===== src/rtl/sdram_tmg_ref_gen_if.sv =====
// Control/status bundle between an SDRAM command sequencer and its timing/refresh generator.
// The master drives the phase, read and refresh-ack strobes; the slave returns the timing status.
interface sdram_tmg_ref_gen_if;
  logic       phase_start;
  logic [2:0] phase_sel;
  logic [7:0] phase_len;
  logic       rd_start;
  logic       ref_ack;
  logic       done_pwrup;
  logic       phase_busy;
  logic       phase_done;
  logic       rd_valid;
  logic       ref_req;
  logic       ref_urgent;
  logic [3:0] ref_pend;
  logic       ref_ovf;

  modport master (
    output phase_start, phase_sel, phase_len, rd_start, ref_ack,
    input  done_pwrup, phase_busy, phase_done, rd_valid, ref_req, ref_urgent, ref_pend, ref_ovf
  );

  modport slave (
    input  phase_start, phase_sel, phase_len, rd_start, ref_ack,
    output done_pwrup, phase_busy, phase_done, rd_valid, ref_req, ref_urgent, ref_pend, ref_ovf
  );
endinterface


===== src/rtl/sdram_tmg_ref_gen.sv =====
// SDRAM timing helper: power-up wait, refresh scheduling, phase timer and read-valid pipeline.
// All outputs are decodes of registers (one-cycle reaction to strobes); no backpressure, strobes are never stalled.
module sdram_tmg_ref_gen #(
  parameter int PWRUP_CYC    = 26667,
  parameter int REF_PERIOD   = 1040,
  parameter int REF_MAX_PEND = 8,
  parameter int REF_URG_TH   = 6,
  parameter int TRP          = 3,
  parameter int TRFC         = 9,
  parameter int TMRD         = 2,
  parameter int TRCD         = 3,
  parameter int TWR          = 2,
  parameter int TDAL         = 5,
  parameter int CL           = 3,
  parameter int BL           = 4
) (
  input logic                clk,
  input logic                rst_n,
  sdram_tmg_ref_gen_if.slave bus
);

  localparam int PW_W = $clog2(PWRUP_CYC + 1);
  localparam int RP_W = $clog2(REF_PERIOD + 1);

  logic [PW_W-1:0] pwr_cnt_q, pwr_cnt_d;
  logic [RP_W-1:0] ref_cnt_q, ref_cnt_d;
  logic [3:0]      ref_pend_q, ref_pend_d;
  logic            ref_ovf_q, ref_ovf_d;
  logic [7:0]      ph_cnt_q, ph_cnt_d;
  logic [CL-1:0]   dl_q, dl_d;
  logic [3:0]      burst_q, burst_d;

  logic            pwrup_done;
  logic            ref_tick;
  logic [7:0]      ph_len_sel;
  logic [7:0]      ph_len;

  assign pwrup_done = (pwr_cnt_q == PW_W'(PWRUP_CYC));
  assign ref_tick   = pwrup_done && (ref_cnt_q == RP_W'(REF_PERIOD - 1));

  always_comb begin
    pwr_cnt_d = pwrup_done ? pwr_cnt_q : pwr_cnt_q + PW_W'(1);

    ref_cnt_d = '0;
    if (pwrup_done && !ref_tick) ref_cnt_d = ref_cnt_q + RP_W'(1);
  end

  // A tick and an ack in the same cycle cancel out, so neither moves the count.
  always_comb begin
    ref_pend_d = ref_pend_q;
    ref_ovf_d  = ref_ovf_q;
    if (ref_tick && !bus.ref_ack) begin
      if (ref_pend_q == 4'(REF_MAX_PEND)) ref_ovf_d = 1'b1;
      else                                ref_pend_d = ref_pend_q + 4'd1;
    end else if (bus.ref_ack && !ref_tick) begin
      if (ref_pend_q != 4'd0) ref_pend_d = ref_pend_q - 4'd1;
    end
  end

  always_comb begin
    ph_len_sel = '0;
    case (bus.phase_sel)
      3'd0:    ph_len_sel = 8'(TRP);
      3'd1:    ph_len_sel = 8'(TRFC);
      3'd2:    ph_len_sel = 8'(TMRD);
      3'd3:    ph_len_sel = 8'(TRCD);
      3'd4:    ph_len_sel = 8'(TWR);
      3'd5:    ph_len_sel = 8'(TDAL);
      3'd6:    ph_len_sel = 8'(BL);
      default: ph_len_sel = bus.phase_len;
    endcase
    ph_len = (ph_len_sel == 8'd0) ? 8'd1 : ph_len_sel;
  end

  // Remaining cycles of the phase; 1 marks the final (done) cycle, and a restart simply reloads.
  always_comb begin
    ph_cnt_d = '0;
    if (bus.phase_start)        ph_cnt_d = ph_len;
    else if (ph_cnt_q != 8'd0)  ph_cnt_d = ph_cnt_q - 8'd1;
  end

  // CL-deep delay line feeds a burst counter that any newer read reloads.
  always_comb begin
    dl_d    = '0;
    dl_d[0] = bus.rd_start;
    for (int i = 1; i < CL; i++) dl_d[i] = dl_q[i-1];

    burst_d = '0;
    if (dl_q[CL-1])            burst_d = 4'(BL);
    else if (burst_q != 4'd0)  burst_d = burst_q - 4'd1;
  end

  always_ff @(posedge clk or negedge rst_n) begin
    if (!rst_n) begin
      pwr_cnt_q  <= '0;
      ref_cnt_q  <= '0;
      ref_pend_q <= '0;
      ref_ovf_q  <= 1'b0;
      ph_cnt_q   <= '0;
      dl_q       <= '0;
      burst_q    <= '0;
    end else begin
      pwr_cnt_q  <= pwr_cnt_d;
      ref_cnt_q  <= ref_cnt_d;
      ref_pend_q <= ref_pend_d;
      ref_ovf_q  <= ref_ovf_d;
      ph_cnt_q   <= ph_cnt_d;
      dl_q       <= dl_d;
      burst_q    <= burst_d;
    end
  end

  assign bus.done_pwrup = pwrup_done;
  assign bus.phase_busy = (ph_cnt_q != 8'd0);
  assign bus.phase_done = (ph_cnt_q == 8'd1);
  assign bus.rd_valid   = (burst_q != 4'd0);
  assign bus.ref_pend   = ref_pend_q;
  assign bus.ref_req    = (ref_pend_q != 4'd0);
  assign bus.ref_urgent = (ref_pend_q >= 4'(REF_URG_TH));
  assign bus.ref_ovf    = ref_ovf_q;

endmodule

===== src/flat_wrapper.sv =====
// flat-port wrapper written by rule: the top's interface ports become plain ports
module sdram_tmg_ref_gen_flat 
#(
  parameter int PWRUP_CYC    = 26667,
  parameter int REF_PERIOD   = 1040,
  parameter int REF_MAX_PEND = 8,
  parameter int REF_URG_TH   = 6,
  parameter int TRP          = 3,
  parameter int TRFC         = 9,
  parameter int TMRD         = 2,
  parameter int TRCD         = 3,
  parameter int TWR          = 2,
  parameter int TDAL         = 5,
  parameter int CL           = 3,
  parameter int BL           = 4
)
  (clk, rst_n, bus_phase_start, bus_phase_sel, bus_phase_len, bus_rd_start, bus_ref_ack, bus_done_pwrup, bus_phase_busy, bus_phase_done, bus_rd_valid, bus_ref_req, bus_ref_urgent, bus_ref_pend, bus_ref_ovf);
  sdram_tmg_ref_gen_if bus_i ();
  input logic clk;
  input logic rst_n;
  input wire logic [$bits(bus_i.phase_start)-1:0] bus_phase_start;
  input wire logic [$bits(bus_i.phase_sel)-1:0] bus_phase_sel;
  input wire logic [$bits(bus_i.phase_len)-1:0] bus_phase_len;
  input wire logic [$bits(bus_i.rd_start)-1:0] bus_rd_start;
  input wire logic [$bits(bus_i.ref_ack)-1:0] bus_ref_ack;
  output wire logic [$bits(bus_i.done_pwrup)-1:0] bus_done_pwrup;
  output wire logic [$bits(bus_i.phase_busy)-1:0] bus_phase_busy;
  output wire logic [$bits(bus_i.phase_done)-1:0] bus_phase_done;
  output wire logic [$bits(bus_i.rd_valid)-1:0] bus_rd_valid;
  output wire logic [$bits(bus_i.ref_req)-1:0] bus_ref_req;
  output wire logic [$bits(bus_i.ref_urgent)-1:0] bus_ref_urgent;
  output wire logic [$bits(bus_i.ref_pend)-1:0] bus_ref_pend;
  output wire logic [$bits(bus_i.ref_ovf)-1:0] bus_ref_ovf;
  assign bus_i.phase_start = bus_phase_start;
  assign bus_i.phase_sel = bus_phase_sel;
  assign bus_i.phase_len = bus_phase_len;
  assign bus_i.rd_start = bus_rd_start;
  assign bus_i.ref_ack = bus_ref_ack;
  assign bus_done_pwrup = bus_i.done_pwrup;
  assign bus_phase_busy = bus_i.phase_busy;
  assign bus_phase_done = bus_i.phase_done;
  assign bus_rd_valid = bus_i.rd_valid;
  assign bus_ref_req = bus_i.ref_req;
  assign bus_ref_urgent = bus_i.ref_urgent;
  assign bus_ref_pend = bus_i.ref_pend;
  assign bus_ref_ovf = bus_i.ref_ovf;
  sdram_tmg_ref_gen #(.PWRUP_CYC(PWRUP_CYC), .REF_PERIOD(REF_PERIOD), .REF_MAX_PEND(REF_MAX_PEND), .REF_URG_TH(REF_URG_TH), .TRP(TRP), .TRFC(TRFC), .TMRD(TMRD), .TRCD(TRCD), .TWR(TWR), .TDAL(TDAL), .CL(CL), .BL(BL)) u_core (.clk(clk), .rst_n(rst_n), .bus(bus_i));
endmodule

===== config.mk =====
export PLATFORM = sky130hd
export DESIGN_NAME = sdram_tmg_ref_gen_flat
export DESIGN_NICKNAME = d
export VERILOG_FILES = /design/src/rtl/sdram_tmg_ref_gen_if.sv /design/src/rtl/sdram_tmg_ref_gen.sv /design/src/flat_wrapper.sv
export SDC_FILE = /design/constraint.sdc
export NUM_CORES = 1
export LEC_CHECK = 0
export BUFFER_PORTS_ARGS = -buffer_cell sky130_fd_sc_hd__buf_2
export CAP_MARGIN = 20
export CORE_AREA = 2 2 49 96
export CTS_CLUSTER_DIAMETER = 50
export DETAILED_ROUTE_END_ITERATION = 16
export DIE_AREA = 0 0 51 98
export PLACE_DENSITY = 0.77
export SLEW_MARGIN = 0
export SYNTH_ARGS = -nofsm -noshare
export SYNTH_HDL_FRONTEND = slang
export SYNTH_SLANG_ARGS = --single-unit
export TNS_END_PERCENT = 5

===== constraint.sdc =====
create_clock -name clk -period 3.3 [get_ports clk]
set_input_delay 0 -clock clk [delete_from_list [all_inputs] [get_ports clk]]
set_output_delay 0 -clock clk [all_outputs]
set_load 0.02 [all_outputs]

### After elaboration in Yosys (flattened, before gate mapping)

Cells that the tools add are included.

| cells by class | value |
|---|---|
| $add $sub $neg | 6 |
| magnitude comparators | 1 |
| equality and inequality tests | 11 |
| mux-type cells | 11 |
| reduce and logical (&&, ||, !) cells | 17 |

Operator list:

| operator | number |
|---|---|
| 8-bit case mux with 5 select lines | 1 |
| 4-bit two-way mux | 6 |
| 8-bit two-way mux | 3 |
| 15-bit by 1-bit adder with 15-bit output (second input constant) | 1 |
| 15-bit equality test (second input constant) | 1 |
| 11-bit by 1-bit adder with 11-bit output (second input constant) | 1 |
| 11-bit equality test (second input constant) | 1 |
| 11-bit two-way mux | 1 |
| 3-bit equality test (second input constant) | 3 |
| 8-bit by 1-bit equality test with 1-bit output (second input constant) | 1 |
| 8-bit logical NOT | 1 |
| 4-bit nonzero test | 2 |
| 8-bit nonzero test | 1 |
| 4-bit by 1-bit subtractor with 4-bit output (second input constant) | 2 |
| 8-bit by 1-bit subtractor with 8-bit output (second input constant) | 1 |
| 3-bit by 2-bit equality test with 1-bit output (second input constant) | 2 |
| 4-bit by 1-bit adder with 4-bit output (second input constant) | 1 |
| 4-bit equality test (second input constant) | 1 |
| 4-bit by 3-bit >= comparator with 1-bit output (second input constant) | 1 |
| 1-bit logical AND | 4 |
| 2-bit nonzero test | 2 |
| 2-bit OR reduction | 2 |
| 3-bit by 1-bit equality test with 1-bit output (second input constant) | 1 |
| 3-bit logical NOT | 1 |
| 4 further kinds | 5 |

| storage, ports and cells | value |
|---|---|
| bits in registers | 46 |
| input port bits | 16 |
| output and inout bits | 11 |

### Longest topological paths before layout

| depth | value |
|---|---|
| word-level depth | 6 |
| depth in mapped cells | 11 |

### Worst setup path before layout

No wires, ideal clock.

| path | value |
|---|---|
| kind | register to register |
| start | reg u_core.pwr_cnt_q[0] |
| end | reg u_core.ref_pend_q[3] (netlist: u_core.bus.ref_pend[3]) |
| library setup time | 0.079 ns |
| data arrival time | 2.353 ns |
| required time | 3.221 ns |
| path slack | 0.868 ns |
| stages on the path, launching flop included | 12 |
| buffers on the path | 0 |
| path through | dfrtp_1 -> ha_1 -> and4b_1 -> nand4_4 -> nor2_8 -> nand2_1 -> ha_1 -> a21o_1 -> a21oi_1 -> nor3b_1 -> mux2i_1 -> mux2i_1 |

| between the ends | value |
|---|---|
| word-level cells in the longest chain between the ends | 6 |

RTL lines:

| item | line | text |
|---|---|---|
| start: declaration | sdram_tmg_ref_gen.sv:25 | `logic [PW_W-1:0] pwr_cnt_q, pwr_cnt_d;` |
| start signal: assignment | sdram_tmg_ref_gen.sv:103 | `pwr_cnt_q <= pwr_cnt_d;` |
| 15-bit equality test * | sdram_tmg_ref_gen.sv:38 | `assign pwrup_done = (pwr_cnt_q == PW_W'(PWRUP_CYC));` |
| 1-bit logical AND * | sdram_tmg_ref_gen.sv:39 | `assign ref_tick = pwrup_done && (ref_cnt_q == RP_W'(REF_PERIOD - 1));` |
| 1-bit logical NOT | sdram_tmg_ref_gen.sv:55 | `end else if (bus.ref_ack && !ref_tick) begin` |
| 1-bit logical AND | sdram_tmg_ref_gen.sv:55 |  |
| 2-bit nonzero test (no line) | n/a |  |
| 3-bit AND reduction (no line) | n/a |  |
| end signal: assignment | sdram_tmg_ref_gen.sv:105 | `ref_pend_q <= ref_pend_d;` |
| end: declaration | sdram_tmg_ref_gen.sv:27 | `logic [3:0] ref_pend_q, ref_pend_d;` |

Mark *: on every way between the ends. The rest lies on a longest branch, timed or not.
A chain may end at the register's enable or synchronous reset.

### Final worst setup path

Ends and elaborated chain as after synthesis.

==> flow_metrics.tcl <==
set metrics [dict create \
    grt_pass1_vias 1814 \
    dpl.hpwl_um 3379 \
    ys_seq_elements 46 \
    ys.flop_type "dfrtp_1" \
    gp_congestion 0.7877 \
    hold_violations 0 \
    maxSlewHeadroom_pct 72.00 \
    drc 0 \
    synth_mux_area_share_pct 2.166 \
    cts_resized 0 \
    num_rows 34 \
    max_freq_mhz 371.0 \
    cts_inserted_buffers 5 \
    wl_per_cell_um 13.98 \
    root_buffer "clkbuf_8" \
    finClkSkew_ps 6.237 \
    synth_cell_types 44 \
    dieArea_mm2 0.004998 \
    fin_setup_tns_ps 0 \
    synthXorXnorAreaFrac_pct 11.41 \
    die_h_um 98 \
    cts_max_path_buffers 2 \
    wirelength_um 4488 \
    synth_top_area_share_pct 48.60 \
    yosysMostFrequentCell "dfrtp_1" \
    worst_ep_arrival_time_ps 2910 \
    dpl_cell_area_mm2 0.002561 \
    fin_crit_ps 2695 \
    via_count 1780 \
    seq_area_frac_synth_pct 48.60 \
    worst_slew_pin_slew_ps 416.8 \
    cp.required_ps 3520 \
    initial_core_util_pct 55.13 \
    synthesis.area_mm2 0.002369 \
    maxCapViolCount 0 \
    synth_top_family_by_area "simple AND/OR/NAND/NOR gates" \
    synthTopCellsByArea "dfrtp_1, xnor2_1, ha_1" \
    clkSinkCount 46 \
    track_usage_pct 20.16 \
    synthArstFlopShare_pct 100.0 \
    hp-class "in -> reg" \
    status "completed" \
    rsz0062_at_grt "no" \
    irDropWorstVdd_mv 0.4809 \
    avgSynthCellArea_um2 10.48 \
    cts.clk_slew.worst_paths_ps 80 \
    synth_top_cell_by_area "dfrtp_1" \
    end_kind "register" \
    syn2layout_area_growth_pct 17.96 \
    p_leak_nw 1.286 \
    final_max_slew_viol_count 0 \
    antenna_cells 0 \
    gr-total-overflow 0 \
    worst-path-max-fanout 6 \
    synthAdderAreaFrac_pct 4.543 \
    io_buffers 26 \
    grt_pass1_wl_um 7686 \
    final_layout_size_suffix_gt1_share_pct 17.60 \
    p_per_area_mw_per_mm2 585.8 \
    die_w_um 51 \
    syn_inst 226 \
    cp-start-kind "register" \
    fin_util_pct 65.03 \
    grt_max_degree 47 \
    critical_path_class "reg -> reg" \
    insertion_delay_ps 290 \
    layout.nets 290 \
    htreeDepth 2 \
    ios 27 \
    yosys_warnings 0 \
    core_mm2 0.004297 \
    synth_compound_area_share_pct 7.290 \
    synth-simple-area-share_pct 24.41 \
    ant_nets 0 \
    cts_tree "built" \
    drt_iter0_drc 20 \
    dr.pass1.iters 4 \
    antenna_found_initial 0 \
    final_cell_area_mm2 0.002794 \
    setup_viol 0 \
    viasPerCell 5.545 \
    fin_crit_sh_pct 81.68 \
    synth_common_cells "dfrtp_1, xnor2_1, nand2_1, nor2_1, nand3_1" \
    synth-edff-count 0 \
    syn_nets 250 \
]
cells in the final DEF (no fill, tap or decap), types with 2 or more instances in the layout:
master / netlist / layout
nor3b_1: 2 / 2
nor4_1: 2 / 2
nor2_1: 19 / 19
clkbuf_8: 0 / 6
a21o_1: 2 / 2
nand4_1: 2 / 2
nand2_2: 2 / 2
nand3_1: 12 / 12
dfrtp_1: 46 / 46
or3_1: 2 / 2
mux2i_1: 4 / 4
xor2_1: 9 / 9
bufinv_16: 0 / 2
and3_2: 3 / 3
buf_2: 0 / 26
nor3_1: 10 / 10
xnor2_1: 20 / 20
dlygate4sd3_1: 0 / 7
a21oi_1: 9 / 9
nand2b_1: 4 / 4
o21ai_0: 11 / 11
nand2_1: 19 / 19
and3_1: 10 / 10
inv_1: 7 / 7
nand3b_1: 2 / 2
ha_1: 7 / 7
path summary, 6_finish.rpt:
kind                            cells past startpoint                            start                                  to  slack [ps]
worst max register to register                     11  u_core.pwr_cnt_q[0]$_DFFE_PN0P_  u_core.bus.ref_pend[3]$_DFFE_PN0P_         600
min in group asynchronous                           2                            rst_n  u_core.bus.ref_pend[1]$_DFFE_PN0P_         100
max in group asynchronous                           3                            rst_n            u_core.dl_q[1]$_DFF_PN0_        2740
worst min-delay path                                2                  bus_phase_start        u_core.ph_cnt_q[6]$_DFF_PN0_           6
worst min register to register                      0         u_core.dl_q[0]$_DFF_PN0_            u_core.dl_q[1]$_DFF_PN0_         360
worst max-delay path                               11  u_core.pwr_cnt_q[0]$_DFFE_PN0P_  u_core.bus.ref_pend[3]$_DFFE_PN0P_         600
state kept, by name (all words and copies together) (netlist names):
signal and cells:
u_core.burst_q 4, u_core.bus.ref_pend 4, u_core.pwr_cnt_q 15, u_core.ph_cnt_q 8, u_core.dl_q 3, u_core.ref_cnt_q 11
u_core.bus.ref_ovf 1
routing by layer:
| layer | wire length [um] | vias up | track usage, % |
|---|---|---|---|
| met5 | 0 | - | 0 |
| met4 | 105 | 0 | 9.979 |
| met3 | 101 | 10 | 2.905 |
| met2 | 2663 | 36 | 38.66 |
| met1 | 1618 | 869 | 19.61 |
| li1 | - | 865 | - |
area by class of cell:
cell class	instances	area (um2)
clock buffers	6	82.58
clock inverters	2	60.06
fillers	372	1503
inverters	8	32.53
multi-input cells	171	1180
flip-flops and latches	46	1151
well taps	54	67.56
repair buffers	34	220.2
critical path, cell delays in order, from the launching register on:
cell and delay, ps:
dfrtp_1 410, ha_1 240, and4b_1 260, nand4_4 200, nor2_8 210, nand2_1 140, ha_1 290, a21o_1 180
a21oi_1 260, nor3b_1 220, mux2i_1 90, mux2i_1 130
cells by family after synthesis:
logic type / count (synthesis)
adder cells (fa/ha/maj): 8
multiplexers: 5
XOR/XNOR: 30
AO/OA/AOI/OAI: 29
AND/OR/NAND/NOR: 99
flip-flops: 46
buffers and inverters: 9
where the power goes:
part	total, mW	internal [mW]	switching, mW
logic	0.432	0.189	0.243
registers	0.701	0.626	0.0751
clock network	0.504	0.323	0.181
metrics by stage:
stage	hold WS [ps]	instances	setup WS, ps	power [mW]
6_report	5.663	321	604.7	1.637
3_5_place_dp	110.2	305	631.6	1.133
2_1_floorplan	-295.6	226	867.9	1.001
5_1_grt	28.62	321	356.9	1.736
4_1_cts	2.841	320	602.8	1.643
3_3_place_gp	108.1	305	765.5	1.124
repair_timing:
| action | CTS | global route |
|---|---|---|
| setup buffers | 0 | 0 |
| hold buffers | 7 | 0 |
| hold endpoints to repair | 51 | 0 |
Power figures use the tool's default switching activity.
